File: config.mk
export PLATFORM = sky130hd
export DESIGN_NAME = spfp_alu_seq
export DESIGN_NICKNAME = d
export VERILOG_FILES = /design/src/rtl/spfp_alu_seq.sv
export SDC_FILE = /design/constraint.sdc
export NUM_CORES = 1
export LEC_CHECK = 0
export CORE_MARGIN = 2
export CORE_UTILIZATION = 50
export DETAILED_ROUTE_END_ITERATION = 10
export PLACE_DENSITY = 0.86
export RECOVER_POWER = 50
export REMOVE_ABC_BUFFERS = 1
export SYNTH_ARGS = -nofsm -noshare
export SYNTH_HDL_FRONTEND = slang
export SYNTH_SLANG_ARGS = --single-unit
File: constraint.sdc
create_clock -name clk_i -period 9.3 [get_ports clk_i]
set_clock_uncertainty 0.1 [all_clocks]
set_input_delay 1.86 -clock clk_i [delete_from_list [all_inputs] [get_ports clk_i]]
set_output_delay 1.86 -clock clk_i [all_outputs]
set_load 0.1 [all_outputs]
File: src/rtl/spfp_alu_seq.sv
// Sequential front-end for the combinational SPFP ALU: request FIFO, operand
// registers with a programmable settle time, and a held result register.
// Optional macro SPFP_SEQ_FLAGS_EN adds out_flags_o = {nan, inf, zero, sign}.
module spfp_alu_seq #(
  parameter int FIFO_DEPTH = 4,
  parameter int ALU_WAIT   = 1
) (
  input  logic                          clk_i,
  input  logic                          rst_i,
  input  logic                          in_valid_i,
  output logic                          in_ready_o,
  input  logic [31:0]                   in_a_i,
  input  logic [31:0]                   in_b_i,
  input  logic [1:0]                    in_op_i,
  output logic [31:0]                   alu_n1_o,
  output logic [31:0]                   alu_n2_o,
  output logic [1:0]                    alu_s_o,
  input  logic [31:0]                   alu_z_i,
  output logic                          out_valid_o,
  input  logic                          out_ready_i,
  output logic [31:0]                   out_z_o,
  output logic [1:0]                    out_op_o,
  output logic                          busy_o,
  output logic [$clog2(FIFO_DEPTH):0]   count_o
`ifdef SPFP_SEQ_FLAGS_EN
  ,
  output logic [3:0]                    out_flags_o
`endif
);
  localparam int AW = $clog2(FIFO_DEPTH);
  localparam logic [3:0] WAIT_LD = 4'(ALU_WAIT - 1);

  typedef struct packed {
    logic [31:0] a;
    logic [31:0] b;
    logic [1:0]  op;
  } req_t;

  typedef enum logic [1:0] {IDLE, EXEC, HOLD} state_t;

  req_t          mem_q [FIFO_DEPTH];
  logic [AW-1:0] wptr_q, rptr_q;
  logic [AW:0]   cnt_q;
  logic          full, empty, push, pop, cap;

  state_t        state_q, state_d;
  logic [3:0]    wcnt_q, wcnt_d;
  logic [31:0]   n1_q, n2_q, z_q;
  logic [1:0]    s_q, zop_q;
  logic          ov_q, ov_d;

  assign full  = (cnt_q == (AW+1)'(FIFO_DEPTH));
  assign empty = (cnt_q == '0);
  // No bypass: a full FIFO refuses the push even if a pop happens this edge.
  assign push  = in_valid_i && !full;

  always_ff @(posedge clk_i) begin
    if (push) mem_q[wptr_q] <= '{a: in_a_i, b: in_b_i, op: in_op_i};
  end

  always_ff @(posedge clk_i) begin
    if (rst_i) begin
      wptr_q <= '0;
      rptr_q <= '0;
      cnt_q  <= '0;
    end else begin
      if (push) wptr_q <= wptr_q + 1'b1;
      if (pop)  rptr_q <= rptr_q + 1'b1;
      cnt_q <= cnt_q + (AW+1)'(push) - (AW+1)'(pop);
    end
  end

  always_comb begin
    state_d = state_q;
    wcnt_d  = wcnt_q;
    ov_d    = ov_q;
    pop     = 1'b0;
    cap     = 1'b0;
    case (state_q)
      IDLE: if (!empty) begin
        pop     = 1'b1;
        wcnt_d  = WAIT_LD;
        state_d = EXEC;
      end
      EXEC: if (wcnt_q == '0) begin
        cap     = 1'b1;
        ov_d    = 1'b1;
        state_d = HOLD;
      end else begin
        wcnt_d  = wcnt_q - 1'b1;
      end
      HOLD: if (out_ready_i) begin
        ov_d = 1'b0;
        if (!empty) begin
          pop     = 1'b1;
          wcnt_d  = WAIT_LD;
          state_d = EXEC;
        end else begin
          state_d = IDLE;
        end
      end
      default: state_d = IDLE;
    endcase
  end

  // alu_s doubles as the op latch: it only changes on a pop, like the operands.
  always_ff @(posedge clk_i) begin
    if (rst_i) begin
      state_q <= IDLE;
      wcnt_q  <= '0;
      ov_q    <= 1'b0;
      n1_q    <= '0;
      n2_q    <= '0;
      s_q     <= '0;
      z_q     <= '0;
      zop_q   <= '0;
    end else begin
      state_q <= state_d;
      wcnt_q  <= wcnt_d;
      ov_q    <= ov_d;
      if (pop) begin
        n1_q <= mem_q[rptr_q].a;
        n2_q <= mem_q[rptr_q].b;
        s_q  <= mem_q[rptr_q].op;
      end
      if (cap) begin
        z_q   <= alu_z_i;
        zop_q <= s_q;
      end
    end
  end

`ifdef SPFP_SEQ_FLAGS_EN
  logic [3:0] flags_q;
  always_ff @(posedge clk_i) begin
    if (rst_i) flags_q <= '0;
    else if (cap) flags_q <= {(alu_z_i[30:23] == 8'hFF) && (alu_z_i[22:0] != '0),
                              (alu_z_i[30:23] == 8'hFF) && (alu_z_i[22:0] == '0),
                              (alu_z_i[30:23] == 8'h00) && (alu_z_i[22:0] == '0),
                              alu_z_i[31]};
  end
  assign out_flags_o = flags_q;
`endif

  assign in_ready_o  = !full;
  assign alu_n1_o    = n1_q;
  assign alu_n2_o    = n2_q;
  assign alu_s_o     = s_q;
  assign out_valid_o = ov_q;
  assign out_z_o     = z_q;
  assign out_op_o    = zop_q;
  assign busy_o      = (state_q != IDLE) || !empty;
  assign count_o     = cnt_q;
endmodule

* After elaboration in Yosys (flattened, before gate mapping)
Memory sizes are Yosys's and may differ from the RTL's. A register that Yosys moved wholly into a read port is not among the register bits. Cells that the tools add are included.
Operators by class: add/subtract/negate cells 5, eq/ne operators 7, multiplexer cells 19, reduce and logical (&&, ||, !) cells 13
Operators by type and width (count):
- 4-bit two-way mux | 3
- 4-bit case mux with 3 select lines | 1
- 1-bit two-way mux | 9
- 3-bit AND reduction | 3
- 2-bit != test, second input constant | 4
- 2-bit two-way mux | 3
- 2-bit case mux with 3 select lines | 1
- 2-bit by 1-bit adder with 2-bit output, second input constant | 2
- 4-bit zero test | 1
- 1-bit case mux with 2 select lines | 2
- 2-bit nonzero test | 2
- 4-bit by 1-bit subtractor with 4-bit output, second input constant | 1
- 3-bit by 1-bit adder with 3-bit output | 1
- 3-bit == test, second input constant | 1
- 3-bit zero test | 1
- 3-bit nonzero test | 1
- 3-bit by 1-bit subtractor with 3-bit output | 1
- 2-bit by 1-bit == test with 1-bit output, second input constant | 1
- 2-bit == test, second input constant | 1
- 1-bit zero test | 2
- 2-bit zero test | 1
- 1-bit logical AND | 1
- 1-bit logical OR | 1
Storage, ports and cells: flip-flop bits (word level) 48, bits in writable memories 264, memories kept 1
Memory list:
- mem_q | words 4, bits a word 66, read ports 1, clocked after memory_dff 1, wr ports 1, line 41 | req_t mem_q [FIFO_DEPTH];

* Logic depth before layout (Yosys ltp)
depth in word-level cells 5, gate-level depth with buffers 12, mapped depth without buffers 10

* Worst setup path before layout
OpenSTA, ideal clock, no wires.
path type flip-flop to flip-flop, from reg cnt_q[1], in the netlist count_o[1], to mem mem_q[0][0] in the netlist's numbering, enable pin, library setup time 0.431 ns, arrival time 4.020 ns, data required time 8.769 ns, path slack 4.749 ns, cell stages (with the launch flop) 4, path buffers 1, clock period less this slack 4.551 ns, cells stage by stage dfxtp_1 or3b_1 clkbuf_1 and3_1
Between the ends: longest elaborated chain between the ends 5
RTL lines:
- start, declared | line 43 | logic [AW:0] cnt_q;
- start signal, assigned | line 69 | cnt_q <= cnt_q + (AW+1)'(push) - (AW+1)'(pop);
- 3-bit == test | line 52 | assign full = (cnt_q == (AW+1)'(FIFO_DEPTH));
- 1-bit zero test
- named net in_ready_o | line 11 | output logic in_ready_o,
- 1-bit logical AND | line 55 | assign push = in_valid_i && !full;
- 1-bit two-way mux | line 58 | if (push) mem_q[wptr_q] <= '{a: in_a_i, b: in_b_i, op: in_op_i};
- 1-bit two-way mux (implied by the code) | line 58
- end, declared | line 41
The timed path passes the listed nets, and every way through them passes these cells.

* Final worst setup path
from reg state_q[0], to out busy_o
Between the ends: longest elaborated chain between the ends 2
RTL lines:
- start, declared | line 46 | state_t state_q, state_d;
- start signal, assigned | line 118 | state_q <= state_d;
- 2-bit nonzero test | line 152 | assign busy_o = (state_q != IDLE) || !empty;
- 1-bit logical OR | line 152
- end, declared | line 23 | output logic busy_o,
No other way between the ends.

==> results.sh <==
export IMPL_grt_max_degree=77
export IMPL_portBuffers=207
export IMPL_critPathMaxFanout=76
export IMPL_post_route_fraction_of_the_period_consumed_by_the_critical_path=0.705
export IMPL_clk_pin_slew_ns=0.06
export IMPL_violations="max-capacitance violations, max-slew violations"
export IMPL_cts_post_setup_buffers_inserted=0
export IMPL_netlist_area_mm2=0.0144
export IMPL_placedInstanceArea_mm2=0.0166
export IMPL_yosys_register_bits=378
export IMPL_timing_setup_critical_path_class="reg -> out"
export IMPL_post_cts_resized=0
export IMPL_detail_route_vias_per_cell=5.94
export IMPL_synth_enable_flop_cells=264
export IMPL_initial_utilization=0.505
export IMPL_finish_utilization=0.625
export IMPL_gr_total_overflow=0
export IMPL_die_width_um=174
export IMPL_route_vias_total=8860
export IMPL_cts_sinks=378
export IMPL_root_buffer="sky130_fd_sc_hd__clkbuf_16"
export IMPL_largest_area_contributor_in_the_netlist="sky130_fd_sc_hd__edfxtp_1"
export IMPL_postLayoutCellArea_mm2=0.0178
export IMPL_drtAntennaViolNets=0
export IMPL_syn_mean_instance_area_um2=15.9
export IMPL_drt_iter0_drc=692
export IMPL_transition_time_at_the_pin_with_the_least_slew_margin_ns=3.73
export IMPL_area_growth_syn_to_layout_pct=23.8
export IMPL_wl_per_cell_um=22.4
export IMPL_drive_above_1_share=0.135
export IMPL_gp_routability_congestion=0.866
export IMPL_outcome="complete, but fails checks"
export IMPL_cts_hold_repair_buffers=0
export IMPL_layout_nets=1181
export IMPL_global_route_wire_length_before_repair_um=51900
export IMPL_synth_area_top_cells="sky130_fd_sc_hd__edfxtp_1 (55%), sky130_fd_sc_hd__dfxtp_1 (16%), sky130_fd_sc_hd__mux4_2 (10%), sky130_fd_sc_hd__a21oi_1 (3.6%), sky130_fd_sc_hd__o31ai_1 (3.6%)"
export IMPL_cts_tree="done"
export IMPL_setup_tns_ns=0
export IMPL_htree_levels=2
export IMPL_report_final_slew_viol_count=220
export IMPL_p_leak_nw=5.81
export IMPL_worstPathCellList="clkinv_1, nand3_1, clkdlybuf4s50_1"
export IMPL_setup_violations_final=0
export IMPL_dieHeight_um=174
export IMPL_yosysTopAreaCellShare=0.550
export IMPL_worstPathRequired_ns=7.34
export IMPL_synthTopCellsByCount="sky130_fd_sc_hd__edfxtp_1 (264), sky130_fd_sc_hd__dfxtp_1 (114), sky130_fd_sc_hd__a21oi_1 (104), sky130_fd_sc_hd__o31ai_1 (69), sky130_fd_sc_hd__nand4_1 (67)"
export IMPL_antenna_found_initial=8
export IMPL_globalRouteTotalUtil=0.220
export IMPL_synth_ff_type="sky130_fd_sc_hd__edfxtp_1"
export IMPL_final_report_hold_violation_count=0
export IMPL_power_per_cell_area_mw_per_mm2=359
export IMPL_crit_family="flip-flops"
export IMPL_clock_latency_ns=0.53
export IMPL_drv_max_cap_violation_count=3
export IMPL_critPathArrivalTime_ns=4.60
export IMPL_start_kind="flop"
export IMPL_synth_cells=908
export IMPL_grt_pass1_vias=9122
export IMPL_unrepaired_setup_endpoints_after_global_routing="no"
export IMPL_synth_seq_area_share=0.709
export IMPL_period_needed_ns=6.56
export IMPL_design_portCount=208
export IMPL_num_rows=62
export IMPL_core_area_mm2=0.0285
export IMPL_ctsLongestPathBuffers=3
export IMPL_numCtsBuffers=38
export IMPL_achievable_frequency_ghz=0.153
export IMPL_crit_slowest_cell="sky130_fd_sc_hd__dfxtp_1"
export IMPL_relative_slew_slack=-1.49
export IMPL_critical_path_max_stage_delay_ns=2.31
export IMPL_yosysMostFrequentCell="sky130_fd_sc_hd__edfxtp_1"
export IMPL_remaining_drc_errors=0
export IMPL_nFillCells=2083
export IMPL_postSynth_asyncResetShare=0
export IMPL_hpwlAfterDp_um=18200
export IMPL_yosys_cell_types_count=44
export IMPL_kind_of_capture_point_of_the_worst_setup_path="output port"
export IMPL_die_area_mm2=0.0302
export IMPL_route_final_wire_length_um=33400
export IMPL_ys_warnings_count=0
export IMPL_hold_class="reg -> reg"
export IMPL_peakVddDrop_mv=0.297
export IMPL_drtPass1Iterations=5
export IMPL_critical_path_buf_inv_count=2
==> path summary, 6_finish.rpt <==
| check | start | end | slack [ns] | depth (start not counted) |
|---|---|---|---|---|
| setup reg to reg | state_q[0]$_SDFFE_PP0P_ | rptr_q[1]$_SDFFE_PP0P_ | 4.11 | 4 |
| hold reg to reg | alu_n2_o[14]$_SDFFE_PP0P_ | alu_n2_o[14]$_SDFFE_PP0P_ | 0.37 | 2 |
| setup / recovery | state_q[0]$_SDFFE_PP0P_ | busy_o | 2.74 | 3 |
| hold / removal | alu_n2_o[14]$_SDFFE_PP0P_ | alu_n2_o[14]$_SDFFE_PP0P_ | 0.37 | 2 |
==> cells by family (layout without fill, tap and decap cells) <==
group / count (synthesis) / in the layout / share of synthesized area
flip-flops: 378 / 378 / 0.709
AO/OA/AOI/OAI: 217 / 217 / 0.0893
AND/OR/NAND/NOR: 136 / 136 / 0.0565
buffers and inverters: 100 / 292 / 0.0327
multiplexers: 67 / 67 / 0.104
adder cells (fa/ha/maj): 9 / 9 / 0.00834
XOR/XNOR: 1 / 1 / 0.000608
other: 0 / 8 / 0
==> through the flow <==
stage / cells / setup slack, ns / power [mW] / hold WS (ns)
CTS: 1484 / 4.51 / 6.46 / 0.371
global placement: 1414 / 5.12 / 4.95 / 0.355
finish: 1492 / 2.74 / 6.41 / 0.369
floorplan: 816 / 2.81 / 4.28 / 0.382
global route: 1488 / 2.44 / 6.65 / 0.382
detailed placement: 1414 / 5.06 / 4.99 / 0.360
==> sequential cells by signal, indices dropped and copies added, names as in the netlist, 3 cells and up <==
register,flops
wcnt_q,4
alu_n2_o,32
mem_q,264
count_o,3
out_z_o,32
alu_n1_o,32
==> layout by cell type, fill, tap and decap left out, drive strengths merged, types with 8 or more instances in the layout <==
cell	count
ha	8
o21ai	34
edfxtp	264
nand4	67
dfxtp	114
clkdlybuf4s50	138
clkbuf	51
inv	9
diode	8
dlygate4sd3	68
a21oi	104
clkinv	14
nand3	38
mux4	66
o31ai	69
==> layer usage <==
layer | track usage | part of all wire | wire (um) | vias to the layer above
met5 | 0 | 0 | 0 | -
met4 | 0.0665 | 0.023 | 756 | 0
met3 | 0.0461 | 0.077 | 2580 | 50
met2 | 0.373 | 0.50 | 16700 | 396
met1 | 0.288 | 0.40 | 13400 | 4428
li1 | - | - | - | 3986
==> power breakdown <==
| group | internal (mW) | total (mW) | switching [mW] |
|---|---|---|---|
| Sequential | 2.10 | 2.32 | 0.222 |
| Combinational | 0.714 | 2.64 | 1.92 |
| Clock | 0.824 | 1.46 | 0.633 |
| Total | 3.63 | 6.41 | 2.78 |
==> area by class of cell <==
cell class,count,area (um2),area share
inverters,8,30.0,0.00168
flip-flops and latches,378,10200,0.573
clock buffers,49,1030,0.0579
well taps,384,480,0.0269
repair buffers,214,2110,0.119
clock inverters,21,169,0.00947
diodes,8,20.0,0.00112
multi-input cells,430,3770,0.212
==> worst min-delay path, cell delays in order, from the launching register on <==
cell and delay, ns:
sky130_fd_sc_hd__dfxtp_1 0.30, sky130_fd_sc_hd__o31ai_1 0.06, sky130_fd_sc_hd__a21oi_1 0.06
No activity file was read; power rests on OpenSTA's default activity.
